--- src/rtl/chebyshev_recurrence.sv ---
// rtl/chebyshev_recurrence.sv - Chebyshev T_0..T_N(x) generator using T_k = 2x*T_{k-1} - T_{k-2}
// Results wrap in EXT = WL+G bits with a sticky overflow flag; clamping happens downstream.
module chebyshev_recurrence #(
    parameter int WL    = 16,
    parameter int FRAC  = 12,
    parameter int G     = 4,
    parameter int ORD_W = 4
) (
    input  logic                clk,
    input  logic                rst_n,
    input  logic                in_valid,
    output logic                in_ready,
    input  logic [WL-1:0]       in_x,
    input  logic [ORD_W-1:0]    in_order,
    output logic                out_valid,
    input  logic                out_ready,
    output logic [WL+G-1:0]     out_data,
    output logic [ORD_W-1:0]    out_index,
    output logic                out_last,
    output logic                out_ovf
);

    localparam int EXT = WL + G;
    localparam logic [EXT-1:0] ONE = {{(EXT-1){1'b0}}, 1'b1} << FRAC;

    typedef enum logic [1:0] {S_IDLE, S_EMIT, S_CALC} state_t;

    state_t             r_state;
    logic [WL-1:0]      r_x;
    logic [ORD_W-1:0]   r_ord;
    logic [EXT-1:0]     r_tcur;
    logic [EXT-1:0]     r_tprev;
    logic [ORD_W-1:0]   r_idx;
    logic               r_ovf;
    logic               r_in_ready;

    logic signed [WL+EXT-1:0] w_p;
    logic signed [WL+EXT-1:0] w_s;
    logic signed [EXT:0]      w_d;
    logic                     w_s_fit;
    logic                     w_d_fit;

    // Shifting by FRAC-1 instead of FRAC folds the factor of two into the rescale.
    assign w_p     = $signed(r_x) * $signed(r_tcur);
    assign w_s     = w_p >>> (FRAC - 1);
    assign w_d     = $signed(w_s[EXT:0]) - $signed({r_tprev[EXT-1], r_tprev});
    assign w_s_fit = (w_s[WL+EXT-1:EXT-1] == '0) || (w_s[WL+EXT-1:EXT-1] == '1);
    assign w_d_fit = (w_d[EXT] == w_d[EXT-1]);

    assign in_ready  = r_in_ready;
    assign out_valid = (r_state == S_EMIT);
    assign out_data  = r_tcur;
    assign out_index = r_idx;
    assign out_last  = (r_state == S_EMIT) && (r_idx == r_ord);
    assign out_ovf   = r_ovf;

    always_ff @(posedge clk or negedge rst_n) begin
        if (!rst_n) begin
            r_state    <= S_IDLE;
            r_x        <= '0;
            r_ord      <= '0;
            r_tcur     <= '0;
            r_tprev    <= '0;
            r_idx      <= '0;
            r_ovf      <= 1'b0;
            r_in_ready <= 1'b0;
        end else begin
            case (r_state)
                S_IDLE: begin
                    if (in_valid && r_in_ready) begin
                        r_x        <= in_x;
                        r_ord      <= in_order;
                        r_tcur     <= ONE;
                        r_tprev    <= '0;
                        r_idx      <= '0;
                        r_ovf      <= 1'b0;
                        r_in_ready <= 1'b0;
                        r_state    <= S_EMIT;
                    end else begin
                        r_in_ready <= 1'b1;
                    end
                end
                S_EMIT: begin
                    if (out_ready) begin
                        if (r_idx == r_ord) begin
                            r_in_ready <= 1'b1;
                            r_state    <= S_IDLE;
                        end else if (r_idx == '0) begin
                            r_tprev <= r_tcur;
                            r_tcur  <= {{G{r_x[WL-1]}}, r_x};
                            r_idx   <= r_idx + 1'b1;
                        end else begin
                            r_state <= S_CALC;
                        end
                    end
                end
                S_CALC: begin
                    r_tcur  <= w_d[EXT-1:0];
                    r_tprev <= r_tcur;
                    r_idx   <= r_idx + 1'b1;
                    r_ovf   <= r_ovf | ~w_s_fit | ~w_d_fit;
                    r_state <= S_EMIT;
                end
                default: begin
                    r_in_ready <= 1'b1;
                    r_state    <= S_IDLE;
                end
            endcase
        end
    end

endmodule

--- config.mk ---
export PLATFORM = sky130hd
export DESIGN_NAME = chebyshev_recurrence
export DESIGN_NICKNAME = d
export VERILOG_FILES = /design/src/rtl/chebyshev_recurrence.sv
export SDC_FILE = /design/constraint.sdc
export NUM_CORES = 1
export LEC_CHECK = 0
export CORE_MARGIN = 8
export CORE_UTILIZATION = 55
export CTS_CLUSTER_SIZE = 20
export DETAILED_ROUTE_END_ITERATION = 10
export GPL_TIMING_DRIVEN = 0
export PLACE_DENSITY = 0.78
export RECOVER_POWER = 100
export SYNTH_ARGS = -nofsm -noshare
export SYNTH_HDL_FRONTEND = slang
export SYNTH_SLANG_ARGS = --single-unit
export TNS_END_PERCENT = 5
--- constraint.sdc ---
create_clock -name clk -period 8.3 [get_ports clk]
set_input_delay 2.075 -clock clk [delete_from_list [all_inputs] [get_ports clk]]
set_output_delay 2.075 -clock clk [all_outputs]
set_load 0.03 [all_outputs]
## After elaboration in Yosys (flattened, before gate mapping)

Index checks and enable logic that the tools add are counted.

- Logic and storage cells: 66
- Output and inout port bits: 28
- ROM bits: 0
- Bits in writable memories: 0
- Input bits: 24
- Bits in latches: 0
- Register bits after elaboration: 68
- Memories: 0

- Magnitude comparators: 0
- Bitwise gates (word level): 5
- Shift-type cells: 0
- Multiplexer cells: 26
- Reduce and logical (&&, ||, !) cells: 13
- $add $sub $neg: 2
- $mul: 1
- Div/mod/pow operators: 0
- Equality and inequality tests: 11

Operators by type and width:

| kind | count |
|---|---|
| $mux W20 | 8 |
| $pmux W20 S3 | 2 |
| $mul A16 B20 Y36 | 1 |
| $sub A21 B20 Y21 | 1 |
| $eq A17 B17 Y1 const B | 1 |
| $logic_not A17 Y1 | 1 |
| $mux W4 | 4 |
| $pmux W4 S3 | 1 |
| $mux W2 | 4 |
| $ne A2 B1 Y1 const B | 3 |
| $pmux W2 S3 | 1 |
| $reduce_and A3 Y1 | 2 |
| $reduce_and A5 Y1 | 1 |
| $add A4 B1 Y4 const B | 1 |
| $eq A4 B4 Y1 | 1 |
| $logic_not A4 Y1 | 1 |
| $mux W1 | 4 |
| $ne A2 B2 Y1 const B | 2 |
| $reduce_and A2 Y1 | 2 |
| $ne A3 B3 Y1 const B | 1 |
| $not A1 Y1 | 3 |
| $pmux W1 S3 | 1 |
| $reduce_bool A3 Y1 | 1 |
| $eq A2 B1 Y1 const B | 1 |
| 8 further kinds | 10 |

## Longest topological paths before layout

- Word-level depth: 7
- Depth in mapped cells: 34

## Worst setup path before layout

OpenSTA, ideal clock, no wires.

- Path kind: register to register
- Start: register r_tcur[10] (netlist: out_data[10])
- End: register r_ovf (netlist: out_ovf)
- Cell stages (with the launch flop): 29
- Clock period less this slack: 8.445 ns
- Setup time: 0.094 ns
- Path buffers: 1
- Slack: -0.145 ns
- Arrival: 8.351 ns
- Path through: dfrtp_1 -> clkbuf_1 -> nand2_1 -> fa_1 -> fa_1 -> fa_1 -> fa_1 -> inv_1 -> fa_1 -> fa_1 -> ha_1 -> a2111oi_2 -> nor3_1 -> o2bb2ai_1 -> a211o_1 -> a31oi_1 -> o21bai_1 -> a21oi_2 -> o21bai_2 -> a21oi_1 -> xnor2_1 -> ha_1 -> and3_1 -> and3_1 -> a2111oi_0 -> o21bai_1 -> a21o_1 -> xnor3_1 -> a211oi_1

- Longest elaborated chain between the ends: 7

Ends and longest elaborated chain:

| item | line | source |
|---|---|---|
| start, declared | 31 | `logic [EXT-1:0] r_tcur;` |
| start signal, assigned | 90 | `r_tcur <= {{G{r_x[WL-1]}}, r_x};` |
| start signal, assigned | 98 | `r_tcur <= w_d[EXT-1:0];` |
| $mul A16 B20 Y36 * | 44 | `assign w_p = $signed(r_x) * $signed(r_tcur);` |
| branches (longest 4 deep; another with $sub A21 B20 Y21) | - |  |
| $or A1 B1 Y1 * | 101 | `r_ovf <= r_ovf \| ~w_s_fit \| ~w_d_fit;` |
| $pmux W1 S2 * | 68 | `case (r_state)` |
| end signal, assigned | 101 |  |
| end, declared | 34 | `logic r_ovf;` |

Every way passes the cells marked *.
A chain may end at the register's enable or synchronous reset.

## Worst setup path after layout

- Start: register r_x[1]
- End: register r_ovf (netlist: out_ovf)

- Longest elaborated chain between the ends: 7

Ends and longest elaborated chain:

| item | line | source |
|---|---|---|
| start, declared | 29 | `logic [WL-1:0] r_x;` |
| start signal, assigned | 71 | `r_x <= in_x;` |
| $mul A16 B20 Y36 * | 44 |  |
| branches (longest 4 deep; another with $sub A21 B20 Y21) | - |  |
| $or A1 B1 Y1 * | 101 |  |
| $pmux W1 S2 * | 68 |  |

Marks and branches as above.

==> metrics <==
RSZ-0062 raised after global routing=true; Yosys Warn Count=0; Top Ports=52; CTS tree=yes; Worst Tran Pin Value=3730 ps; die width=184 µm; post-synth top area share=40.9%; status=finished with violations; reg2reg end=out_ovf; Cell Area, Synth=15600 µm²; die area=34000 µm²; gr ovfl total=0; GRT Overall Usage=27.5%; ranking of synthesized cells by area=fa_1, dfrtp_1, inv_1, ha_1, and2_1; vias=12600; IO Port Bufs=51; clk buf depth=2; Placement Rows=61; Final nets=2287; Post-synth EDFFs=0; final period utilization=101%; Via-to-Cell Ratio=5.69; clk root buf=clkbuf_16; count leader, synth=inv_1; sequential share of the synthesized area=10.9%; first-pass GRT wire length=71.9 mm; worst relative slew slack=-149%; Avg WL per Cell=20.7 µm; Mapped Cells=1718; Die Y=184 µm; CTS Buf Count=9; Worst Reg-to-Reg Cells=30; routability cong.=0.967; Max Clock Skew=7.33 ps; Sink Count=68; Crit. End Element=flop; P&R area growth vs syn=14.3%; fin worst setup slack=-64.5 ps; Max Cap Viol=1; final wirelength=45.9 mm; initial antenna violation count=0; CTS H-tree depth=3; router iterations before antenna repair=8; largest net degree at the start of global routing=69; Max Freq=between 100 and 150 MHz; setup violators final=2; critical path arrival=approximately 8600 ps; vias in the first global route=13400; Cell variety after synth=61; Commonest cells post-synth=inv_1, fa_1, nand2_1; clock transition at the registers of the reported paths=about 60 ps; asr flop ratio synth=100%; Top delay family on crit path=adder cells; setup TNS=-108 ps; post-detail-place hpwl=around 35 mm; Starting Density=a little under three fifths; slowest cell on the critical path=fa_1; Main synth FF type=dfrtp_1; Synth Area per Inst=between 9 and 10 µm²; layout cells sized above 1=11.8%; #FFs+latches synth=68; reg2reg start=r_x[1]; area of the core=27900 µm²; # DRC=0; final hold viol count=0; dpl cell area=about 17000 µm²; Skew-Pair Late Insertion Delay=340 ps; Crit path buffers/inverters=3; Critical Path Source Type=flop; largest area contributor in the netlist=fa_1; syn_nets=2173; violated checks=capacitance limit, slew limit, setup timing; Max FO, Critical Path=10; worst path required time=8560 ps; CP startpoint=r_x[1]; Ant. Diodes=0; Routed Antenna Nets=0; worst setup path end=out_ovf; minimum clock period=8360 ps; CP Depth=30; Worst R2R Setup Slack=-60 ps; critical path class=flop to flop; Worst path max stage delay=610 ps; Final Slew Violations=69; Final Cell Area=between 15000 and 20000 µm²; Starting DRT DRC Count=1192; worst hold path class=flop to flop; Crit path top cell by count=fa_1
==> worst min-delay path by stage <==
stage	start	to	slack [ps]	cells past startpoint
after global routing	r_ord[1]	r_ord[1]	560	1
final	r_tprev[0]	r_tprev[0]	540	2
after detailed placement	r_tprev[0]	r_tprev[0]	500	2
after global placement	r_tprev[0]	r_tprev[0]	480	2
after CTS	r_ord[0]	r_ord[0]	540	1
after floorplan	r_tprev[0]	r_tprev[0]	460	2
==> registers in the layout, indices dropped and copies added (netlist names) <==
signal     flops
out_data      20
r_tprev       20
r_state        2
in_ready       1
r_x           16
out_index      4
r_ord          4
out_ovf        1
==> repair_timing <==
| item | CTS | global route |
|---|---|---|
| setup endpoints to repair | 10 | 6 |
| hold buffers | 0 | 0 |
| endpoints found under the hold margin | 0 | 0 |
| pin swaps | 14 | 45 |
| setup buffers | 20 | 36 |
| resized for setup | 92 | 104 |
==> per-stage QoR <==
step | std cells | setup slack, ps | utilization, % | hold slack [ps]
global placement | 2147 | -1050 | 59.5 | 483
finish | 2215 | -64.5 | 64.0 | 537
CTS | 2180 | 1.92 | 62.0 | 539
detailed placement | 2147 | -1100 | 59.5 | 502
floorplan | 1718 | 34.4 | - | 456
global route | 2215 | -305 | 64.0 | 556
==> cell families (layout without fill, tap and decap cells) <==
kind of cell	after synthesis	in the layout	share of synthesized area [%]
xor+xnor	47	47	2.73
compound gates	173	173	7.61
fa+ha+maj	431	431	49.9
flops	68	68	10.9
simple gates	492	492	15.4
mux	25	25	1.78
buf+inv	482	601	11.6
==> tightest hold or removal path, cell delays in order, from the launching register on <==
cell and delay (ps):
dfrtp_1 370, nand2_1 70, o21ai_0 70
==> layout make-up <==
cell class | instances | area, µm²
Multi-Input combinational cell | 1168 | 12300
Fill cell | 2221 | 10000
Sequential cell | 68 | 1730
Inverter | 410 | 1540
Timing Repair Buffer | 107 | 946
Tap cell | 378 | 473
Buffer | 68 | 447
Clock buffer | 9 | 225
Clock inverter | 7 | 124
==> layout by cell type, fill, tap and decap left out, types with 5 or more instances in the layout <==
cell type / count
a21o_1: 10
a21oi_1: 26
a21oi_2: 6
a22oi_1: 7
and2_1: 142
and3_1: 6
buf_2: 7
buf_4: 54
buf_6: 7
clkbuf_1: 19
clkbuf_16: 9
clkbuf_2: 10
clkbuf_4: 18
clkdlybuf4s50_1: 49
dfrtp_1: 48
dfrtp_2: 19
fa_1: 315
ha_1: 106
ha_4: 5
inv_1: 405
mux2_2: 22
nand2_1: 209
nand2b_1: 14
nand3_1: 31
nor2_1: 47
nor3_1: 14
o211ai_1: 5
o21a_1: 11
o21ai_0: 53
o21ai_1: 5
xnor2_1: 33
xor2_1: 10
==> metal layers <==
layer	GRT usage, %	vias up	part of all wire, %
li1	-	5407	-
met1	33.7	6277	36
met2	45.6	736	48
met3	6.16	185	10
met4	13.3	0	5.7
met5	0	-	0
Power is not shown: default switching activity piles up to over one toggle a cycle in this logic, so the estimate is an artifact.
